File: src/rtl/fetch_unit.sv
// Instruction fetch stage: one outstanding imem request, a one-entry skid buffer
// for downstream stalls, and redirect handling while a request is still in flight.
module fetch_unit #(
  parameter logic [31:0] RESET_PC = 32'h0000_0000
) (
  input  logic        clk,
  input  logic        rst,
  input  logic        stall,
  input  logic        redirect,
  input  logic [31:0] redirect_pc,
  output logic        imem_req,
  output logic [31:0] imem_addr,
  input  logic        imem_ready,
  input  logic [31:0] imem_rdata,
  output logic        fetch_valid,
  output logic [31:0] fetch_pc,
  output logic [31:0] fetch_instr,
  output logic [31:0] fetch_jump,
  output logic [31:0] fetch_count
);

  typedef enum logic [1:0] {
    FETCH = 2'd0,
    HOLD  = 2'd1,
    DROP  = 2'd2
  } state_t;

  state_t      state_q, state_d;
  logic [31:0] pc_q, pc_d;
  logic [31:0] hold_instr_q, hold_instr_d;
  logic [31:0] drop_pc_q, drop_pc_d;
  logic [31:0] fetch_count_q, fetch_count_d;
  logic        req_en_q;

  logic        deliver;
  logic [31:0] deliver_instr;
  logic [31:0] pc_plus4;

  assign pc_plus4 = pc_q + 32'd4;

  always_ff @(posedge clk or posedge rst) begin
    if (rst) begin
      state_q       <= FETCH;
      pc_q          <= RESET_PC;
      hold_instr_q  <= 32'h0;
      drop_pc_q     <= 32'h0;
      fetch_count_q <= 32'h0;
      req_en_q      <= 1'b0;
    end else begin
      state_q       <= state_d;
      pc_q          <= pc_d;
      hold_instr_q  <= hold_instr_d;
      drop_pc_q     <= drop_pc_d;
      fetch_count_q <= fetch_count_d;
      req_en_q      <= 1'b1;
    end
  end

  // req_en_q keeps the request low until the first clock edge after reset release.
  always_comb begin
    state_d       = state_q;
    pc_d          = pc_q;
    hold_instr_d  = hold_instr_q;
    drop_pc_d     = drop_pc_q;
    fetch_count_d = fetch_count_q;
    imem_req      = 1'b0;
    imem_addr     = pc_q;
    deliver       = 1'b0;
    deliver_instr = 32'h0;

    case (state_q)
      FETCH: begin
        imem_req = req_en_q;
        if (req_en_q) begin
          if (imem_ready) begin
            if (redirect) begin
              pc_d = redirect_pc;
            end else if (stall) begin
              hold_instr_d = imem_rdata;
              state_d      = HOLD;
            end else begin
              deliver       = 1'b1;
              deliver_instr = imem_rdata;
              pc_d          = pc_plus4;
              fetch_count_d = fetch_count_q + 32'd1;
            end
          end else if (redirect) begin
            // Address must stay put until the in-flight request retires.
            drop_pc_d = redirect_pc;
            state_d   = DROP;
          end
        end
      end

      HOLD: begin
        if (redirect) begin
          hold_instr_d = 32'h0;
          pc_d         = redirect_pc;
          state_d      = FETCH;
        end else if (!stall) begin
          deliver       = 1'b1;
          deliver_instr = hold_instr_q;
          pc_d          = pc_plus4;
          fetch_count_d = fetch_count_q + 32'd1;
          state_d       = FETCH;
        end
      end

      DROP: begin
        imem_req = 1'b1;
        if (redirect) begin
          drop_pc_d = redirect_pc;
        end
        if (imem_ready) begin
          pc_d    = redirect ? redirect_pc : drop_pc_q;
          state_d = FETCH;
        end
      end

      default: begin
        state_d = FETCH;
      end
    endcase
  end

  assign fetch_valid = deliver;
  assign fetch_pc    = deliver ? pc_plus4 : 32'h0;
  assign fetch_instr = deliver_instr;
  assign fetch_jump  = deliver ? {pc_plus4[31:28], deliver_instr[25:0], 2'b00} : 32'h0;
  assign fetch_count = fetch_count_q;

endmodule

File: config.mk
export PLATFORM = sky130hd
export DESIGN_NAME = fetch_unit
export DESIGN_NICKNAME = d
export VERILOG_FILES = /design/src/rtl/fetch_unit.sv
export SDC_FILE = /design/constraint.sdc
export NUM_CORES = 1
export LEC_CHECK = 0
export CAP_MARGIN = 30
export CELL_PAD_IN_SITES_DETAIL_PLACEMENT = 0
export CELL_PAD_IN_SITES_GLOBAL_PLACEMENT = 1
export CORE_UTILIZATION = 37
export DETAILED_ROUTE_END_ITERATION = 12
export GPL_ROUTABILITY_DRIVEN = 0
export PLACE_DENSITY = 0.93
export SYNTH_ARGS = -nofsm -noshare
export SYNTH_HDL_FRONTEND = slang
export SYNTH_SLANG_ARGS = --single-unit
File: constraint.sdc
create_clock -name clk -period 10.2 [get_ports clk]
set_input_delay 1.02 -clock clk [delete_from_list [all_inputs] [get_ports clk]]
set_output_delay 1.02 -clock clk [all_outputs]
set_load 0.05 [all_outputs]
After elaboration in Yosys (flattened, before gate mapping)
Index checks and enable logic that the tools add are counted.
{"block": "op_classes", "add_sub_neg": 2, "eq_ne": 13, "n_mux": 45, "reduce_logical": 9}
{"op": "two-way mux 32 bit", "n": 25}
{"op": "case mux 32 bit (2 select lines)", "n": 4}
{"op": "case mux 32 bit (3 select lines)", "n": 1}
{"op": "adder 32 x 1 -> 32 bit (second input constant)", "n": 1}
{"op": "adder 32 x 3 -> 32 bit (second input constant)", "n": 1}
{"op": "two-way mux 2 bit", "n": 8}
{"op": "!= test 2 bit (second input constant)", "n": 7}
{"op": "!= test 3 bit (second input constant)", "n": 4}
{"op": "AND reduction 6 bit", "n": 2}
{"op": "case mux 2 bit (3 select lines)", "n": 1}
{"op": "AND reduction 3 bit", "n": 2}
{"op": "two-way mux 1 bit", "n": 4}
{"op": "case mux 1 bit (2 select lines)", "n": 2}
{"op": "AND reduction 4 bit", "n": 1}
{"op": "nonzero test 2 bit", "n": 2}
{"op": "nonzero test 3 bit", "n": 1}
{"op": "equality test 2 x 1 -> 1 bit (second input constant)", "n": 1}
{"op": "equality test 2 bit (second input constant)", "n": 1}
{"op": "logical NOT 2 bit", "n": 1}
{"block": "word_totals", "ff_bits": 131, "inputBits": 69}

Longest topological paths before layout
Gate-level depths: netlist (run 1).
{"block": "logic_depth", "word_depth": 6, "ltp_mapped": 8, "depth_no_buf": 6}

Worst setup path before layout (run 1)
No wires, ideal clock.
{"block": "synth_path", "kind": "reg2out", "from": "register pc_q[2] (netlist: imem_addr[2])", "to": "output fetch_pc[30]", "arrival_time_ns": 3.428, "path_slack_ns": 5.752, "path_stages_with_launch": 8, "n_path_buf": 1, "cell_sequence": "dfrtp_1 -> ha_1 -> nand3_2 -> or4_4 -> or4b_4 -> xnor2_1 -> nor2_1 -> buf_4"}
{"block": "synth_via", "elab_chain_cells": 2}
{"element": "start, declared", "line": "29", "rtl": "logic [31:0] pc_q, pc_d;"}
{"element": "start signal, assigned", "line": "51", "rtl": "pc_q <= pc_d;"}
{"element": "adder 32 x 3 -> 32 bit", "line": "39", "rtl": "assign pc_plus4 = pc_q + 32'd4;"}
{"element": "two-way mux 32 bit", "line": "127", "rtl": "assign fetch_pc = deliver ? pc_plus4 : 32'h0;"}
{"element": "end, declared", "line": "16", "rtl": "output logic [31:0] fetch_pc,"}
No other way between the ends.

Final worst setup path (run 1)
{"block": "layout_path", "from": "input stall", "to": "output fetch_pc[0]"}
{"block": "layout_via", "elab_chain_cells": 6}
{"element": "start, declared", "line": "8", "rtl": "input logic stall,"}
{"element": "two-way mux 1 bit *", "line": "78, 100"}
{"element": "two-way mux 1 bit *", "line": "96", "rtl": "if (redirect) begin"}
{"element": "two-way mux 1 bit", "line": "75", "rtl": "if (imem_ready) begin"}
{"element": "two-way mux 1 bit", "line": "74", "rtl": "if (req_en_q) begin"}
{"element": "case mux 1 bit (2 select lines) *", "line": "71", "rtl": "case (state_q)"}
{"element": "two-way mux 32 bit *", "line": "127"}
Mark *: on every way between the ends. The rest lies on a longest branch, timed or not.

==> results.md, run 1 <==
Critical path:
- Walking the worst path, the cells encountered are clkdlybuf4s50_1 -> or3_1 -> or2_2 -> inv_1 -> and2_1 -> clkdlybuf4s50_1.
- The endpoint kind of the worst setup timing path is an output port.
- The category of the critical setup timing path is in -> out.
- The sum of buffers and inverters on the critical path is 3.
- In this run the worst path has a maximum fanout of 34.
- The worst setup path is launched from a primary input.
- The required time at the endpoint of the critical path is 9.18 ns.
- The signal arrival time at the worst endpoint is 3.91 ns.
- The slowest stage of the critical path belongs to the cell clkdlybuf4s50_1.
- In this design, the stage delay of the slowest critical-path cell is 0.80 ns.
- The cell family contributing the most delay on the critical path is buffers and inverters.
- The most numerous cell type found on the critical path is clkdlybuf4s50_1.
- The startpoint identified for the worst register-to-register timing path is imem_addr[2].
- The worst setup path startpoint is stall.

Routing:
- The final layout contains routed wiring with a total length of 21900 um.
- In the final routed layout, each cell accounts on average for 16.8 um.
- In this run the remaining antenna-violating nets after routing total 0.
- After detailed routing, the number of vias per cell comes to 5.22.
- After the first detailed-routing iteration, the DRC count stood at 444.
- The number of detailed-route iterations in the first pass is 5.
- The overall via count from detail_route is 6797.
- For this run, design rule violations remaining after detail routing come to 0.

Global route:
- The number of antenna violations at the first check in global routing is 1.
- The global-route usage over all layers is 21.4%.
- Entering global routing, the biggest net connects 76 pins.
- The overall overflow remaining after global route is 0.
- The first global-routing pass estimated 34000 um of wire.
- The via count of the first global-routing pass was 6423.

Placed design:
- Buffers placed on the I/O ports in this run total 228.
- In this run, placement finished with an instance count of 1269.
- The sum of net half-perimeters after detailed placement is 15000 um.

Pwr:
- The power density of the placed cells is 179 nW/um^2.
- Power comes to 0.00188 W.
- The leakage component of the power is 4.22 nW.
- VDD sags by at most 0.122 mV.

Synthesis:
- The async set-reset flop share out of synthesis is 100%.
- Counting flops and latches in the post-synthesis netlist gives 131.
- Summing the sequential cell areas from Yosys gives 44.4% of the chip area.
- The number of enable-type register cells in the synthesized netlist is 0.
- In the synthesized netlist, the cells that appear most often are nand2_1, dfrtp_1, nor2_1, a22o_1, clkbuf_1.
- The netlist area before placement is 7390 um^2.
- The warning count from the yosys run is 0.
- The top cell type by area accounts for 44.4% of the synthesized area.
- Among all flip-flop cells after synthesis, the most frequent one is dfrtp_1.
- Among all cell types in the netlist, the one instantiated most often is nand2_1.
- Counting distinct cell types in the post-synthesis netlist gives 53.
- After synthesis, the mean cell area works out to 8.87 um^2.
- The instance count of the mapped netlist is 833.
- The leading area contributor after synthesis is dfrtp_1.
- After synthesis, the cell types taking the most area are dfrtp_1, a22o_1, nand2_1, xnor2_1, mux2_2.

STA:
- The number of endpoints with negative hold slack in the final report is 0.
- Counting I/O delays and the setup requirement, the final critical path takes 4.93 ns.
- The normalized max-slew margin is 39.0%.
- Summed over all failing endpoints, the final setup total negative slack is 0 ns.
- Dividing the final minimum period by the clock period gives 48.3%.
- The number of pins with negative max-slew slack in the final report is 0.
- Derived from the worst setup path, the maximum achievable clock frequency is 203 MHz.
- The worst-margin pin slew is 0.912 ns.
- Setup repair after global routing left no endpoint under its margin.
- Setup violations remaining at the end of the flow were counted as 0.
- The worst clock skew is 0.00902 ns.

Run status:
- The flow ran to the end, and the final reports show no timing, DRC or antenna violations.

Clock tree:
- The clock root buffer master is clkbuf_16.
- The level count of the clock H-tree is 4.
- Counting the buffers created by CTS gives 17.
- The worst-skew pair later-pin latency is 0.43 ns.
- In this run the post-CTS setup repair buffer count came out at 0.
- The CTS tree is done.
- The total clock sinks is 131.
- Hold repair after CTS inserted 0 buffers.
- Counting along the longest clock path gives a buffer depth of 2.
- Post-CTS repair changed the size of 0 cells.
- Clock-pin slew was measured on the worst setup and hold paths at 0.06 ns.

Cells and area:
- The repair_antennas step left the layout with diodes totalling 0.
- The signed area change from the synthesized netlist to the final layout is 41.5%.
- For this run, the post-layout net count is 1096.
- The count of fill cells added during filler insertion is 1807.
- The final instance count without filler cells is 1303.
- The proportion of layout cells with a drive suffix above 1 is 8.86%.

Floorplanning:
- The area enclosed by the die boundary is 20500 um^2.
- The area of the core is 19500 um^2.
- 231 I/O pins were placed.
- The die is 143 um tall.
- The starting utilization of the core area is 37.9%.
- Measured along the x axis, the die boundary spans 143 um.
- The cell row count is 51.

Hold path:
- The type of the tightest min-delay check is reg -> reg.
- The start point of the worst min-delay path is hold_instr_q[30].

Flow run:
- The tool flagged a number of max-cap violations equal to 0.
-- layout make-up --
class                           instances  area (um^2)  share of cell area [%]
Clock buffer                           17          425                    4.07
Timing Repair Buffer                  241         2410                    23.1
Tap cell                              265          332                    3.17
Inverter                               14         57.6                   0.550
Sequential cell                       131         3280                    31.4
Multi-Input combinational cell        620         3800                    36.3
Clock inverter                         15          149                    1.42
-- worst paths after layout --
path	endpoint	slack, ns	cells after the start
max in group asynchronous	hold_instr_q[29]	8.07	4
worst min-delay path	hold_instr_q[30]	0.47	2
worst max-delay path	fetch_pc[0]	5.27	6
min in group asynchronous	fetch_count[22]	1.03	2
worst max register to register	imem_addr[30]	7.55	6
worst min register to register	hold_instr_q[30]	0.47	2
-- per-stage QoR --
| step | instance area [um^2] | hold slack, ns | utilization (%) | setup WS, ns |
|---|---|---|---|---|
| finish | 10500 | 0.466 | 53.5 | 5.27 |
| global placement | 9830 | 0.449 | 50.3 | 5.32 |
| global route | 10500 | 0.487 | 53.5 | 5.17 |
| floorplan | 7390 | 0.440 | - | 5.68 |
| CTS | 10400 | 0.472 | 53.3 | 5.24 |
| detailed placement | 9830 | 0.457 | 50.3 | 5.25 |
-- logic make-up (layout without fill, tap and decap cells) --
family | count (synthesis) | after routing | share of synthesized area [%]
and+or+nand+nor | 342 | 342 | 21.8
AOI/OAI and AO/OA | 183 | 183 | 17.1
DFF | 131 | 131 | 44.4
buffers and inverters | 83 | 287 | 4.59
xor gates and xnor gates | 59 | 59 | 6.99
muxes | 31 | 31 | 4.71
adders and majority gates | 2 | 2 | 0.339
other | 2 | 3 | 0.102
-- sequential cells by signal (all words and copies together), names as in the netlist --
register and flops:
req_en_q 1, drop_pc_q 32, fetch_count 32, hold_instr_q 32, state_q 2, imem_addr 32
-- where the power goes --
part | leakage, nW | internal [W] | switching [W]
logic | 2.28 | 0.000211 | 0.000333
registers | 1.66 | 0.000620 | 0.000113
clock network | 0.279 | 0.000326 | 0.000272
-- cells in the final DEF, fill, tap and decap left out, types with 7 or more instances in the layout --
master,instances
a21oi_1,34
a22o_1,59
a31oi_1,7
and2_1,8
and3_1,9
buf_4,11
clkbuf_16,17
clkdlybuf4s50_1,227
dfrtp_1,131
inv_1,13
inv_6,8
mux2_2,30
nand2_1,136
nand3_1,51
nand4_1,13
nor2_1,72
nor3_1,9
o21ai_0,48
o22ai_1,7
o2bb2ai_1,13
xnor2_1,50
xor2_1,9
-- tightest hold or removal path, delay by kind of cell (launching register included) --
kind	cells	cell delay [ns]
simple gates	2	0.10
flops	1	0.34
-- routing by layer --
layer	global-route usage [%]	wire [um]	part of all wire, %
met1	27.2	9620	44
met2	35.5	10200	47
met3	6.10	1800	8.2
met4	6.05	226	1.0
met5	0	0	0
(Power assumes the default switching activity.)
==> run 2: changes to the inputs <==
- CORE_UTILIZATION: 37 -> 35
- PLACE_DENSITY: 0.93 -> 0.89
- clock period: 10.2 -> 4.8 ns (I/O delays scaled with it)
==> results.md, run 2 (synthesis gave the netlist of run 1 again) <==
Run status:
- The run finished with clean final reports.

STA:
- For the pin with the worst max-slew slack, the measured transition is 1.02 ns.
- The sum of negative setup slack is 0 ns.
- The worst clock skew is 0.0125 ns.
- The worst pin sits at a relative slew slack of 32.1%.
- The minimum clock period after layout is 4.15 ns.
- Setup repair after global routing left no endpoint under its margin.
- The number of endpoints with negative hold slack in the final report was 0.
- Setup slack closes at 0.654 ns.
- The number of pins with negative max-slew slack in the final report is 0.
- The part of the cycle the worst path needs is 86.4%.
- Derived from the worst setup path, the maximum achievable clock frequency is 241 MHz.
- Setup violations remaining at the end of the flow were counted as 0.

Routing:
- In this run the remaining antenna-violating nets after routing total 0.
- For this block, the initial DRC count from the detailed router was 343.
- The overall via count from detail_route is 6852.
- In the routed design, unresolved DRC markers number 0.
- The first detailed-routing pass ran for 4 iterations.
- The final layout contains routed wiring with a total length of 21900 um.
- After detailed routing, the average wire length per cell comes to 16.7 um.
- Using the TritonRoute via totals, the vias-per-cell ratio works out to 5.23.

Floorplanning:
- The starting utilization of the core area is 36.1%.
- From bottom edge to top edge, the die measures 147 um.
- The area of the core is 20500 um^2.
- The die covers 21700 um^2.
- The I/O pin total is 231.
- The die width is 147 um.
- In this run the core area contains 52 standard-cell rows.

Placed design:
- The count of buffers added on input and output ports is 228.
- After legalization and detailed placement, the total HPWL measured 14900 um.
- Including well taps, the total number of placed cells is 1277.
- The worst slack after detailed placement is 0.942 ns.

Critical path:
- The worst register-to-register path ends at imem_addr[28].
- Data on the critical path arrives at its endpoint at 3.67 ns.
- The worst setup path is launched from a flip-flop.
- The cell depth of the worst flop-to-flop path is 6.
- The worst setup slack for register-to-register paths is 2.12 ns.
- The endpoint kind of the worst setup timing path is an output port.
- The required time at the endpoint of the critical path is 4.32 ns.
- The end point of the critical path is fetch_pc[30].
- The worst setup path startpoint is imem_addr[2].
- The launch instance of the worst register-to-register path is state_q[0].
- The largest fanout of any net on the critical path is 8.
- The worst setup path is of the reg -> out kind.

Hold path:
- The type of the tightest min-delay check is reg -> reg.

Pwr:
- In this run the power spent charging and discharging nets is 0.00154 W.
- The internal power summed over all cells is 0.00246 W.
- In this run switching power makes up 38.4% of total power.
- VDD sags by at most 0.234 mV.
- The clock network burns 32.1% of the power.
- In this run, flip-flops and latches consume 38.8% of the power.
- The leakage component of the power is 4.21 nW.
- The power after layout is 0.00399 W.
- The combinational share of power is 29.0%.
- Power spread over the standard cell area amounts to 382 nW/um^2.

Clock tree:
- The number of buffers inserted by post-CTS setup repair is 0.
- The worst-skew pair later-pin latency is 0.43 ns.
- The level count of the clock H-tree is 4.
- TritonCTS built the clock tree.
- The clock root buffer master is clkbuf_16.
- The maximum buffer depth of the clock tree is 2.
- The total of hold buffers inserted after clock tree synthesis is 0.
- The number of buffers added by the clock tree synthesis step is 17.
- After clock tree synthesis, the clock-pin slew on the worst setup and hold paths is 0.06 ns.
- Clock tree synthesis found a total of 131 sinks.
- Gates resized during post-CTS repair numbered 0.

Cells and area:
- The final instance count without filler cells is 1309.
- The proportion of layout cells with a drive suffix above 1 is 8.95%.
- In the final design database the tool counted 1097 nets.
- The signed area change from the synthesized netlist to the final layout is 41.4%.
- The commonest non-fill, non-tap cell in the layout is clkdlybuf4s50_1.
- The library cells used most frequently in the layout, excluding fill and tap cells, are clkdlybuf4s50_1, nand2_1, dfrtp_1, nor2_1, a22o_1.
- The number of diodes added for antenna fixing is 0.
- Cells fill 51.0% of the core in the end.

Global route:
- For this run, global-route usage on met1 was measured as 26.6%.
- The first global-routing pass estimated 35000 um of wire.
- The global routing usage on met3 is 5.53%.
- The via count of the first global-routing pass came to 6546.
- In the global route stage, met2 resource usage came out at 34.0%.
- The total overflow left after global routing is 0.
- The number of antenna violations at the first check in global routing is 1.
- In the global route stage, overall resource usage came out at 20.6%.
- The busiest layer in global routing is met2.
- The pin count of the biggest net entering global routing is 90.

Flow run:
- The number of maximum-capacitance constraint violations is 0.
-- run 2: changes by cell type in the layout (fill, tap and decap cells not counted), sizes merged --
| cell | previous run | this run |
|---|---|---|
| inv | 26 | 23 |
| clkinv | 1 | 3 |
| buf | 14 | 15 |
| clkinvlp | 2 | 3 |
-- run 2: critical path: stages, from the launching register on --
cell             delay [ns]
dfrtp_1                0.46
ha_1                   0.29
nand3_2                0.18
or4_4                  0.60
or4b_4                 0.56
xnor2_1                0.14
nor2_1                 0.17
clkdlybuf4s50_1        0.85
-- run 2: metrics by stage --
| step | hold WS (ns) | area [um^2] |
|---|---|---|
| floorplan | 0.440 | 7390 |
| global placement | 0.449 | 9850 |
| detailed placement | 0.457 | 9870 |
| CTS | 0.470 | 10500 |
| global route | 0.493 | 10500 |
| finish | 0.466 | 10500 |
-- run 2: power by group through the flow --
stage | sequential [W] | clock [W] | combinational [W]
3_5_place_dp | 0.00157 | 0 | 0.00116
2_1_floorplan | 0.00179 | 0 | 0.000515
5_1_grt | 0.00159 | 0.00137 | 0.00125
4_1_cts | 0.00155 | 0.00132 | 0.00117
3_3_place_gp | 0.00156 | 0 | 0.00115
6_report | 0.00155 | 0.00128 | 0.00116
-- run 2: worst min-delay path by stage --
stage	start	to	slack, ns	cells past startpoint
5_1_grt	hold_instr_q[27]	hold_instr_q[27]	0.49	2
6_report	hold_instr_q[26]	hold_instr_q[26]	0.47	2
4_1_cts	hold_instr_q[26]	hold_instr_q[26]	0.47	2
3_3_place_gp	hold_instr_q[31]	hold_instr_q[31]	0.45	2
2_1_floorplan	hold_instr_q[26]	hold_instr_q[26]	0.44	2
3_5_place_dp	hold_instr_q[26]	hold_instr_q[26]	0.46	2
-- run 2: layout make-up --
class                           instances  area [um^2]
Inverter                               14         57.6
Sequential cell                       131         3280
Timing Repair Buffer                  242         2390
Fill cell                            1957        10000
Clock inverter                         15          158
Clock buffer                           17          425
Multi-Input combinational cell        620         3800
Tap cell                              270          338
-- run 2: routing by layer --
layer / wire length, um / share of wire [%] / vias up
met1: 9900 / 45 / 3285
met5: 0 / 0 / -
met2: 10400 / 47 / 221
met4: 187 / 0.85 / 0
li1: - / - / 3327
met3: 1450 / 6.6 / 19
==> run 3: changes to the inputs <==
- CORE_MARGIN: unset -> 3
==> results.md, run 3 (synthesis gave the netlist of run 1 again) <==
Clock tree:
- The worst-skew pair later-pin latency is 0.41 ns.
- The clock root buffer master is clkbuf_16.
- After clock tree synthesis, the setup repair step added 0 buffers.
- The clock slew seen by the registers of the worst setup and hold paths is 0.07 ns.
- TritonCTS built the clock tree.
- The tree built by TritonCTS fans out to 131 sinks.
- No sink is reached through more buffers than the 2 on the longest clock path.
- The number of buffers added by the clock tree synthesis step is 17.
- Post-CTS repair changed the size of 0 cells.
- In this run the number of H-tree levels came out at 4.
- The total of hold buffers inserted after clock tree synthesis is 0.

Routing:
- The total wire length is 22400 um.
- The detail route stage leaves a number of antenna-violating nets equal to 0.
- After detailed routing, the average wire length per cell comes to 17.0 um.
- The total DRC errors in the routed layout is 0.
- The first-iteration detailed-routing DRC count is 372.
- The pre-antenna-repair detailed-routing pass consisted of 5 iterations.
- In the routed layout, each cell is associated on average with a via count of 5.21.
- The final route contains 6847 vias.

STA:
- The number of endpoints with negative hold slack in the final report came to 0.
- Measured against its own limit, the worst slew margin works out to 41.6%.
- The number of setup violations in the final report is 0.
- The minimum hold slack is 0.466 ns.
- The number of pins with negative max-slew slack in the final report is 0.
- Setup slack closes at 0.654 ns.
- In the finished design, the share of the clock period the worst path needs comes to 86.4%.
- The minimum clock period after layout is 4.15 ns.
- Setup repair after global routing left no endpoint under its margin.
- The fmax is 241 MHz.
- Summed over all failing endpoints, the final setup total negative slack is 0 ns.
- The worst-margin pin slew is 0.874 ns.
- The worst clock skew is 0.00841 ns.

Flow run:
- The number of maximum-capacitance constraint violations is 0.

Critical path:
- In this run the worst setup path begins at imem_addr[2].
- Setup slack on the worst reg-to-reg path comes out at 2.26 ns.
- The required time at the endpoint of the critical path is 4.32 ns.
- STA classifies the critical path startpoint as a flip-flop.
- The category of the critical setup timing path is reg -> out.
- The largest fanout of any net on the critical path is 8.
- Data on the critical path arrives at its endpoint at 3.67 ns.
- The endpoint identified for the worst register-to-register timing path is imem_addr[30].
- The endpoint kind of the worst setup timing path is an output port.
- The launch instance of the worst register-to-register path is imem_addr[2].
- For the worst flop-to-flop path, the logic depth is 6.

Floorplanning:
- The floorplan has 52 rows.
- The area of the core is 20500 um^2.
- The area enclosed by the die boundary is 22900 um^2.
- The height of the die is 151 um.
- The die is 151 um wide.
- For this design the top-level I/O count stands at 231.
- The starting utilization of the core area is 36.1%.

Cells and area:
- The finished layout holds 1313 standard cells, fillers aside.
- The final layout contains 1100 nets.
- The library cells used most frequently in the layout, excluding fill and tap cells, are clkdlybuf4s50_1, nand2_1, dfrtp_1, nor2_1, a22o_1.
- The commonest non-fill, non-tap cell in the layout is clkdlybuf4s50_1.
- The proportion of layout cells with a drive suffix above 1 is 9.21%.
- The signed area change from the synthesized netlist to the final layout is 42.6%.

Hold path:
- The worst hold endpoint is hold_instr_q[26].
- The number of cells on the worst hold path is 2.
- The startpoint identified for the worst hold timing path is hold_instr_q[26].
- The type of the tightest min-delay check is reg -> reg.

Global route:
- Across every metal layer, demand over resource in global routing totals 19.4%.
- The first-pass GRT wire length is 35300 um.
- The via count of the first global-routing pass is 6691.
- Global routing finished with a remaining overflow of 0.
- The pin count of the biggest net entering global routing is 75.
- The number of antenna violations at the first check in global routing is 0.

Placed design:
- The sum of net half-perimeters after detailed placement is 15700 um.
- Once placement completed, the tool counted placed cells totaling 1279.
- Before CTS, the worst setup slack after placement is 0.897 ns.
- Port buffering added 228 buffers.

Pwr:
- The power after layout is 0.00409 W.
- Power spread over the standard cell area amounts to 388 nW/um^2.
- The leakage component of the power is 4.26 nW.
- The worst-case vdd ir drop is 0.241 mV.

Run status:
- The run finished with clean final reports.
[run 3: worst max-delay path, cell delays in order (launching register included)]
cell and delay, ns:
dfrtp_1 0.46, ha_1 0.28, nand3_2 0.19, or4_4 0.61, or4b_4 0.56, xnor2_1 0.14, nor2_1 0.17, clkdlybuf4s50_1 0.85
[run 3: layout make-up]
cell class / count / area, um^2
diodes: 1 / 2.50
inverters: 14 / 57.6
flip-flops and latches: 131 / 3280
clock buffers: 17 / 425
well taps: 270 / 338
clock inverters: 15 / 204
repair buffers: 245 / 2430
multi-input cells: 620 / 3800
fillers: 1925 / 9960
[run 3: how the worst max path moves through the flow]
stage                     endpoint  slack, ns  depth (start not counted)
floorplan             drop_pc_q[0]       0.82                          1
global placement       fetch_pc[1]       0.98                          6
CTS                   fetch_pc[30]       0.60                          7
global route        fetch_jump[30]       0.48                          7
finish                fetch_pc[30]       0.65                          7
detailed placement     fetch_pc[1]       0.90                          6
[run 3: per-layer routing]
layer | track usage (%) | part of all wire (%)
met5 | 0 | 0
met4 | 4.49 | 0.93
met3 | 6.70 | 9.5
met2 | 31.2 | 46
met1 | 25.1 | 43
[run 3: through the flow]
stage	utilization, %	cell area (um^2)
6_report	51.4	10500
5_1_grt	51.4	10500
4_1_cts	51.3	10500
3_5_place_dp	48.2	9890
3_3_place_gp	48.1	9860
2_1_floorplan	-	7390
[run 3: report_power, final]
part	total (W)	leakage (nW)	switching, W	internal (W)
clock network	0.00138	0.310	0.000573	0.000803
registers	0.00155	1.66	0.000232	0.00132
logic	0.00117	2.30	0.000716	0.000450
total	0.00409	4.26	0.00152	0.00257
